$ cat config.mk
export PLATFORM = sky130hd
export DESIGN_NAME = fetch_stage
export DESIGN_NICKNAME = d
export VERILOG_FILES = /design/src/rtl/fetch_stage.sv
export SDC_FILE = /design/constraint.sdc
export NUM_CORES = 1
export LEC_CHECK = 0
export ABC_AREA = 1
export CORE_UTILIZATION = 30
export DETAILED_ROUTE_END_ITERATION = 16
export GPL_TIMING_DRIVEN = 0
export PLACE_DENSITY = 0.58
export SETUP_SLACK_MARGIN = 0.05
export SLEW_MARGIN = 20
export SYNTH_ARGS = -nofsm -noshare
export SYNTH_HDL_FRONTEND = slang
export SYNTH_SLANG_ARGS = --single-unit
$ cat constraint.sdc
create_clock -name clk -period 4.5 [get_ports clk]
set_input_delay 0.45 -clock clk [delete_from_list [all_inputs] [get_ports clk]]
set_output_delay 0.45 -clock clk [all_outputs]
set_load 0.01 [all_outputs]
$ cat src/rtl/fetch_stage.sv
// Instruction-fetch stage: PC, in-order IMEM requests with a credit-limited prefetch FIFO,
// fetch/decode register, stall hold and redirect squashing. Optional macro: FETCH_MISALIGN_CHK_EN.
module fetch_stage #(
   parameter logic [31:0] RESET_PC  = 32'h0000_0000,
   parameter int unsigned BUF_DEPTH = 2
) (
   input  logic        clk,
   input  logic        rst,
   output logic        IMEM_REQ,
   output logic [31:0] IMEM_ADDR,
   input  logic        IMEM_RDY,
   input  logic        IMEM_VALID,
   input  logic [31:0] IMEM_RDATA,
   input  logic        STALL_D,
   input  logic        BRN_TAKEN,
   input  logic [31:0] BRN_TARGET,
   output logic [31:0] InstrD,
   output logic [31:0] PC_DE,
`ifdef FETCH_MISALIGN_CHK_EN
   output logic        MISALIGN_D,
`endif
   output logic        VALID_D
);

   localparam int unsigned PtrW     = $clog2(BUF_DEPTH);
   localparam int unsigned CntW     = $clog2(BUF_DEPTH + 1);
   localparam logic [31:0] NopInstr = 32'h0000_0013;
   localparam logic [CntW:0] Credits = (CntW + 1)'(BUF_DEPTH);

   logic [31:0]     pc_f_q, pc_f_d;
   logic [31:0]     addr_mem_q [BUF_DEPTH];
   logic [31:0]     addr_mem_d [BUF_DEPTH];
   logic [PtrW-1:0] addr_wr_q, addr_wr_d, addr_rd_q, addr_rd_d;
   logic [31:0]     ib_pc_q [BUF_DEPTH];
   logic [31:0]     ib_pc_d [BUF_DEPTH];
   logic [31:0]     ib_instr_q [BUF_DEPTH];
   logic [31:0]     ib_instr_d [BUF_DEPTH];
   logic [PtrW-1:0] ib_wr_q, ib_wr_d, ib_rd_q, ib_rd_d;
   logic [CntW-1:0] ib_cnt_q, ib_cnt_d;
   logic [CntW-1:0] in_flight_q, in_flight_d;
   logic [CntW-1:0] drop_q, drop_d;
   logic [31:0]     dec_instr_q, dec_instr_d;
   logic [31:0]     dec_pc_q, dec_pc_d;
   logic            dec_valid_q, dec_valid_d;

   logic        issue, accept, resp, resp_drop, resp_keep, ib_empty;
   logic        dec_load, dec_from_fifo, dec_bypass, dec_real, ib_push, ib_pop;
   logic [31:0] dec_src_pc, dec_src_instr;

   always_comb begin
      issue     = !rst && !BRN_TAKEN && (({1'b0, in_flight_q} + {1'b0, ib_cnt_q}) < Credits);
      accept    = issue && IMEM_RDY;
      // Responses left over from before a reset are untracked and ignored.
      resp      = IMEM_VALID && (in_flight_q != '0);
      resp_drop = resp && (BRN_TAKEN || (drop_q != '0));
      resp_keep = resp && !resp_drop;
      ib_empty  = (ib_cnt_q == '0);
      dec_load  = !BRN_TAKEN && !STALL_D;
      dec_from_fifo = dec_load && !ib_empty;
      // An empty FIFO lets a fresh response go straight to decode (latency = mem + 1).
      dec_bypass    = dec_load && ib_empty && resp_keep;
      dec_real      = dec_from_fifo || dec_bypass;
      ib_push       = resp_keep && !dec_bypass;
      ib_pop        = dec_from_fifo;
      dec_src_pc    = dec_from_fifo ? ib_pc_q[ib_rd_q] : addr_mem_q[addr_rd_q];
      dec_src_instr = dec_from_fifo ? ib_instr_q[ib_rd_q] : IMEM_RDATA;
   end

   assign IMEM_REQ  = issue;
   assign IMEM_ADDR = pc_f_q;
   assign InstrD    = dec_instr_q;
   assign PC_DE     = dec_pc_q;
   assign VALID_D   = dec_valid_q;

   always_comb begin
      pc_f_d      = pc_f_q;
      addr_mem_d  = addr_mem_q;
      addr_wr_d   = addr_wr_q;
      addr_rd_d   = addr_rd_q;
      ib_pc_d     = ib_pc_q;
      ib_instr_d  = ib_instr_q;
      ib_wr_d     = ib_wr_q;
      ib_rd_d     = ib_rd_q;
      ib_cnt_d    = ib_cnt_q;
      in_flight_d = in_flight_q;
      drop_d      = drop_q;
      dec_instr_d = dec_instr_q;
      dec_pc_d    = dec_pc_q;
      dec_valid_d = dec_valid_q;

      if (BRN_TAKEN) begin
         pc_f_d      = BRN_TARGET & ~32'h3;
         addr_wr_d   = '0;
         addr_rd_d   = '0;
         ib_wr_d     = '0;
         ib_rd_d     = '0;
         ib_cnt_d    = '0;
         in_flight_d = in_flight_q - CntW'(resp);
         // Everything still outstanding after this cycle belongs to the old path.
         drop_d      = in_flight_q - CntW'(resp);
         dec_instr_d = NopInstr;
         dec_valid_d = 1'b0;
      end else begin
         if (accept) begin
            addr_mem_d[addr_wr_q] = pc_f_q;
            addr_wr_d             = addr_wr_q + 1'b1;
            pc_f_d                = pc_f_q + 32'd4;
         end
         if (resp_keep) begin
            addr_rd_d = addr_rd_q + 1'b1;
         end
         if (ib_push) begin
            ib_pc_d[ib_wr_q]    = addr_mem_q[addr_rd_q];
            ib_instr_d[ib_wr_q] = IMEM_RDATA;
            ib_wr_d             = ib_wr_q + 1'b1;
         end
         if (ib_pop) begin
            ib_rd_d = ib_rd_q + 1'b1;
         end
         ib_cnt_d    = ib_cnt_q + CntW'(ib_push) - CntW'(ib_pop);
         in_flight_d = in_flight_q + CntW'(accept) - CntW'(resp);
         if (resp_drop) begin
            drop_d = drop_q - 1'b1;
         end
         if (dec_load) begin
            if (dec_real) begin
               dec_instr_d = dec_src_instr;
               dec_pc_d    = dec_src_pc;
               dec_valid_d = 1'b1;
            end else begin
               dec_instr_d = NopInstr;
               dec_valid_d = 1'b0;
            end
         end
      end
   end

   always_ff @(posedge clk) begin
      if (rst) begin
         pc_f_q      <= RESET_PC;
         addr_wr_q   <= '0;
         addr_rd_q   <= '0;
         ib_wr_q     <= '0;
         ib_rd_q     <= '0;
         ib_cnt_q    <= '0;
         in_flight_q <= '0;
         drop_q      <= '0;
         dec_instr_q <= NopInstr;
         dec_pc_q    <= 32'h0000_0000;
         dec_valid_q <= 1'b0;
      end else begin
         pc_f_q      <= pc_f_d;
         addr_wr_q   <= addr_wr_d;
         addr_rd_q   <= addr_rd_d;
         ib_wr_q     <= ib_wr_d;
         ib_rd_q     <= ib_rd_d;
         ib_cnt_q    <= ib_cnt_d;
         in_flight_q <= in_flight_d;
         drop_q      <= drop_d;
         dec_instr_q <= dec_instr_d;
         dec_pc_q    <= dec_pc_d;
         dec_valid_q <= dec_valid_d;
      end
   end

   // FIFO storage needs no reset; occupancy is tracked by the pointers and counters.
   always_ff @(posedge clk) begin
      addr_mem_q <= addr_mem_d;
      ib_pc_q    <= ib_pc_d;
      ib_instr_q <= ib_instr_d;
   end

`ifdef FETCH_MISALIGN_CHK_EN
   logic mis_flag_q, mis_flag_d;
   logic mis_out_q, mis_out_d;

   always_comb begin
      mis_flag_d = mis_flag_q;
      mis_out_d  = mis_out_q;
      if (BRN_TAKEN) begin
         mis_flag_d = |BRN_TARGET[1:0];
         mis_out_d  = 1'b0;
      end else if (dec_load) begin
         if (dec_real) begin
            mis_out_d  = mis_flag_q;
            mis_flag_d = 1'b0;
         end else begin
            mis_out_d = 1'b0;
         end
      end
   end

   always_ff @(posedge clk) begin
      if (rst) begin
         mis_flag_q <= 1'b0;
         mis_out_q  <= 1'b0;
      end else begin
         mis_flag_q <= mis_flag_d;
         mis_out_q  <= mis_out_d;
      end
   end

   assign MISALIGN_D = mis_out_q;
`endif

endmodule

# --- Word level (Yosys, flattened, before mapping) ---
# Cells that the tools add are included.
word_totals:
  register_bits: 299
  out_inout_bits: 98
  word_cells: 97
classes:
  addsub: 12
  order_cmp: 7
  mux: 25
  bitwise: 5
  n_reduce_logical: 30
ops:
  columns: ["operator", "count"]
  rows:
  - ["2-to-1 mux 32 bit", 16]
  - ["bitwise mux 64 bit", 3]
  - ["demux 32 bit (select 1 bit)", 2]
  - ["adder 32 x 3 -> 32 bit, second input constant", 1]
  - ["logical AND 1 bit", 13]
  - ["greater-or-equal comparator 2 bit, second input constant", 4]
  - ["NOT 1 -> 2 bit", 4]
  - ["nonzero test 2 bit", 4]
  - ["logical NOT 1 bit", 6]
  - ["2-to-1 mux 2 bit", 3]
  - ["subtractor 2 x 1 -> 2 bit", 3]
  - ["adder 1 bit, second input constant", 4]
  - ["adder 2 x 1 -> 2 bit", 2]
  - ["< comparator 2 x 1 -> 1 bit, second input constant", 2]
  - ["AND reduction 2 bit", 2]
  - ["adder 2 x 2 -> 3 bit", 1]
  - ["< comparator 3 x 2 -> 1 bit, second input constant", 1]
  - ["AND reduction 3 bit", 1]
  - ["logical NOT 2 bit", 1]
  - ["logical OR 1 bit", 2]
  - ["OR reduction 2 bit", 1]
  - ["subtractor 2 x 1 -> 2 bit, second input constant", 1]
  - ["2-to-1 mux 1 bit", 1]
  - ["NOT 1 bit", 1]

# --- Longest topological paths before layout ---
depth:
  word_depth: 10
  ltp_mapped: 12

# --- Least setup slack after synthesis ---
# Ideal clock, no wire load.
synth_timing:
  path_kind: "register to register"
  startpoint: "register drop_q[0]"
  endpoint: "register ib_instr_q[0] (netlist name), enable pin"
  arrival_ps: 3520
  t_required_ps: 4018
  path_slack_ps: 497
  stages_incl_launch_ff: 7
  n_path_buf: 0
  cell_sequence: "dfxtp_1 -> inv_1 -> ha_1 -> inv_1 -> nor2_2 -> o211ai_1 -> nor2_1"
synth_between:
  elab_chain_len: 9
synth_rtl:
  columns: ["item", "line", "source"]
  rows:
  - ["start: declaration", "41", "logic [CntW-1:0] drop_q, drop_d;"]
  - ["start signal: assignment", "159", "drop_q <= drop_d;"]
  - ["nonzero test 2 bit *", "55", "resp_drop = resp && (BRN_TAKEN || (drop_q != '0));"]
  - ["logical OR 1 bit *", "55", null]
  - ["logical AND 1 bit *", "55", null]
  - ["logical NOT 1 bit *", "56", "resp_keep = resp && !resp_drop;"]
  - ["logical AND 1 bit *", "56", null]
  - ["logical AND 1 bit", "61", "dec_bypass = dec_load && ib_empty && resp_keep;"]
  - ["logical NOT 1 bit", "63", "ib_push = resp_keep && !dec_bypass;"]
  - ["logical AND 1 bit *", "63", null]
  - ["AND reduction 2 bit (no source line) *", null, null]
  - ["end signal: assignment", "170", "ib_instr_q <= ib_instr_d;"]
  - ["end: declaration", "36", "logic [31:0] ib_instr_q [BUF_DEPTH];"]
# Every way passes the cells marked *; elsewhere a longest branch is shown, timed or not.
# A chain may end at the register's enable or synchronous reset.

# --- Worst setup path in the final report ---
layout_timing:
  startpoint: "register ib_cnt_q[0]"
  endpoint: "output IMEM_REQ"
layout_between:
  elab_chain_len: 3
layout_rtl:
  columns: ["item", "line", "source"]
  rows:
  - ["start: declaration", "39", "logic [CntW-1:0] ib_cnt_q, ib_cnt_d;"]
  - ["start signal: assignment", "157", "ib_cnt_q <= ib_cnt_d;"]
  - ["adder 2 x 2 -> 3 bit", "51", "issue = !rst && !BRN_TAKEN && (({1'b0, in_flight_q} + {1'b0, ib_cnt_q}) < Credits);"]
  - ["< comparator 3 x 2 -> 1 bit", "51", null]
  - ["logical AND 1 bit", "51", null]
  - ["end: declaration", "9", "output logic IMEM_REQ,"]
# No other way between the ends.

==> results by group <==
Timing
  – Peak Freq: 339.8 MHz
  – Fin crit share: between 60% and 70%
  – Fin. Hold Viols: 0
  – Setup violations, final: 0
  – Clock period minus worst slack: between 2 and 3 ns
  – RSZ-0062 raised after global routing: no
  – Setup_tns: 0 ns
  – Clock skew: 0.01750 ns
  – Worst-margin pin slew: 0.7856 ns
  – Slew HR: 47.62%
  – Max Slew Vio Count: 0

Synth
  – Synth unique cells: between 40 and 50
  – #FFs+latches synth: approximately 290
  – Warnings from Yosys: 0
  – Avg Cell Area, Syn: 9.652 um2
  – Mapped Cells: approximately 1300
  – Synthesized area: 0.01239 mm2
  – Top FF cell, synth: edfxtp_1
  – Register area share after synthesis: about three fifths
  – EDFF count, synth: around 180
  – Async SR Flop Fraction: 0%

GRT
  – Initial antenna violation count: 0
  – First-pass GRT wire length: roughly 51000 um
  – Vias in the first global route: ~9100
  – Largest net degree at the start of global routing: 24
  – Gr ovfl total: 0
  – Total track usage: roughly 16%

Detailed routing
  – Detailed Route WL: 33380 um
  – Detailed Routing Iterations Pass 1: 5
  – WL/cell: 16.32 um
  – Initial DRC Count: about 540
  – DR DRC count: 0
  – Vias per std cell: between 4 and 5
  – Via Count: about 9400
  – DRT antenna net count: 0

Clock tree
  – Max Root-Sink Buffers: 3
  – Clock latency on the worst-skew pair: ~0.50 ns
  – Hold Buf Count CTS: 0
  – Post_cts resized: 0
  – Clk sinks: roughly 290
  – CTS clk-pin slew, worst paths: ~0.06 ns
  – CTS tree: done
  – Cts bufs inserted: 34
  – Max H-tree Level: 2
  – Post-CTS Setup Repair Bufs: 0
  – Clock Root Buffer: clkbuf_16

Die
  – # IOs: between 150 and 200
  – Placeable core region: between 0.04 and 0.05 mm2
  – Standard-cell row count: 74
  – Die Span Y: around 200 um
  – Die W: between 200 and 250 um
  – Die Area: around 0.042 mm2
  – Initial Util: approximately 30%

Critical path
  – Crit Path Max Fanout: 3
  – WP data required: about 4.1 ns
  – Critical path class: reg2out
  – R2R cell count: 12
  – Critical Path Start Type: flop
  – CP endpoint kind: output port
  – CP arrival: 2.49 ns

Pwr
  – Int Pwr: roughly 4.7 mW
  – Net Sw Power: approximately 1.4 mW
  – Clk network pwr share: 43.9%
  – Max IR drop VDD: roughly 0.20 mV
  – Sw Share: 22.62%
  – Design Power: just over 6 mW
  – Flop pwr share: roughly half
  – Pwr/cell area: about 380 mW/mm2
  – Logic pwr share: 7.8%
  – Pleak: 5.773 nW

Placed design
  – HPWL after DPL: 23860 um
  – Inst Count DP: between 1500 and 2000
  – Final GP Congestion: 0.8533
  – Port Buffer Count: 160

Worst hold path
  – Hold path cells: 4
  – Worst hold path type: in2reg

Layout
  – Area Overhead vs Synth: 28.47%
  – Final std cells w/o fill: a little over 2000
  – Most common cell after layout, fill and taps aside: nand2_1
  – Antenna cell count: 0
  – Share of cells above drive strength 1: between 10% and 20%
  – Most frequent cells in the layout: 410 x nand2_1, 184 x edfxtp_1, 160 x clkdlybuf4s50_1
  – Layout Nets: between 1500 and 2000

Run status
  – Outcome: finished clean

Job
  – MaxCap Viol Count: 0
cells by family after synthesis:
family	share of synthesized area [%]
AND/OR/NAND/NOR	18.98
other	0.03026
adder cells (fa/ha/maj)	0.8682
flip-flops	61.22
AO/OA/AOI/OAI	11.72
buffers and inverters	6.189
XOR/XNOR	0.9894
metal layers:
metal  wire [um]  vias to the layer above  track usage [%]
met3        1827                       43            2.803
met4         600                        0            4.233
li1            -                     4679                -
met1       15320                     4386            21.21
met5           0                        -                0
met2       15640                      265            26.28
final timing paths:
check	start	end	slack [ns]
setup / recovery	ib_cnt_q[0]	IMEM_REQ	1.56
setup reg to reg	ib_cnt_q[0]	in_flight_q[1]	1.77
hold reg to reg	InstrD[19]	InstrD[19]	0.46
hold / removal	BRN_TAKEN	IMEM_ADDR[3]	0.42
state kept, by name, indices dropped and copies added (netlist names):
| name | flops |
|---|---|
| ib_wr_q | 1 |
| PC_DE | 30 |
| addr_mem_q | 60 |
| addr_wr_q | 1 |
| ib_pc_q | 60 |
| addr_rd_q | 1 |
| ib_cnt_q | 2 |
| InstrD | 32 |
| ib_rd_q | 1 |
| ib_instr_q | 64 |
| in_flight_q | 2 |
| VALID_D | 1 |
| IMEM_ADDR | 30 |
| drop_q | 2 |
stage by stage:
stage	util (%)	worst slack (ns)	hold WS (ns)	area, um2
2_1_floorplan	-	0.4972	0.4590	12400
3_3_place_gp	35.93	-2.047	0.4546	14670
3_5_place_dp	36.34	1.419	0.4568	14840
4_1_cts	38.99	1.466	0.3927	15920
5_1_grt	38.99	1.447	0.4300	15920
6_report	38.99	1.557	0.4189	15920
Yosys cell counts (2+ instances only):
cell / count / area share (%)
a21oi_1: 58 / 2.3
o21ai_0: 33 / 1.3
xnor2_1: 5 / 0.35
nor2_8: 2 / 0.32
or2_2: 2 / 0.10
buf_4: 11 / 0.67
nand2_1: 410 / 12
nor4_1: 3 / 0.15
dfxtp_1: 103 / 17
a211oi_1: 21 / 1.3
nand3_1: 32 / 1.3
nand2_2: 4 / 0.20
nor2_2: 5 / 0.25
ha_1: 7 / 0.71
inv_2: 5 / 0.15
inv_1: 95 / 2.9
clkbuf_1: 26 / 0.79
buf_6: 5 / 0.45
o211ai_1: 2 / 0.12
nor2_1: 93 / 2.8
buf_2: 20 / 0.81
a21oi_2: 50 / 3.5
a31oi_1: 17 / 0.86
nand4_1: 11 / 0.56
and2_1: 2 / 0.10
edfxtp_1: 184 / 45
nor2_4: 5 / 0.45
nor3_1: 2 / 0.081
o21ai_1: 48 / 1.9
buf_1: 2 / 0.061
xor2_1: 9 / 0.64
cell type report:
type	instances	area [um2]
sequential	287	7587
clock buffer	47	940.9
fill	4062	24910
multi-input combinational	832	4080
tap	532	665.6
inverter	102	387.9
buffer	66	379.1
timing repair buffer	166	1737
clock inverter	13	143.9
worst max-delay path, cell delays in order (launching register included):
cell	delay [ns]
dfxtp_1	0.48
nand2_1	0.08
inv_1	0.08
fa_1	0.44
nor3_1	0.32
clkdlybuf4s50_1	0.60
power by group through the flow:
stage / clock network (mW) / logic (mW) / registers (mW)
3_5_place_dp: 0 / 0.479 / 3.00
4_1_cts: 2.74 / 0.481 / 2.94
5_1_grt: 2.85 / 0.529 / 2.95
6_report: 2.67 / 0.476 / 2.94
3_3_place_gp: 0 / 0.461 / 3.00
2_1_floorplan: 0 / 0.235 / 2.99
Power figures use the tool's default switching activity.
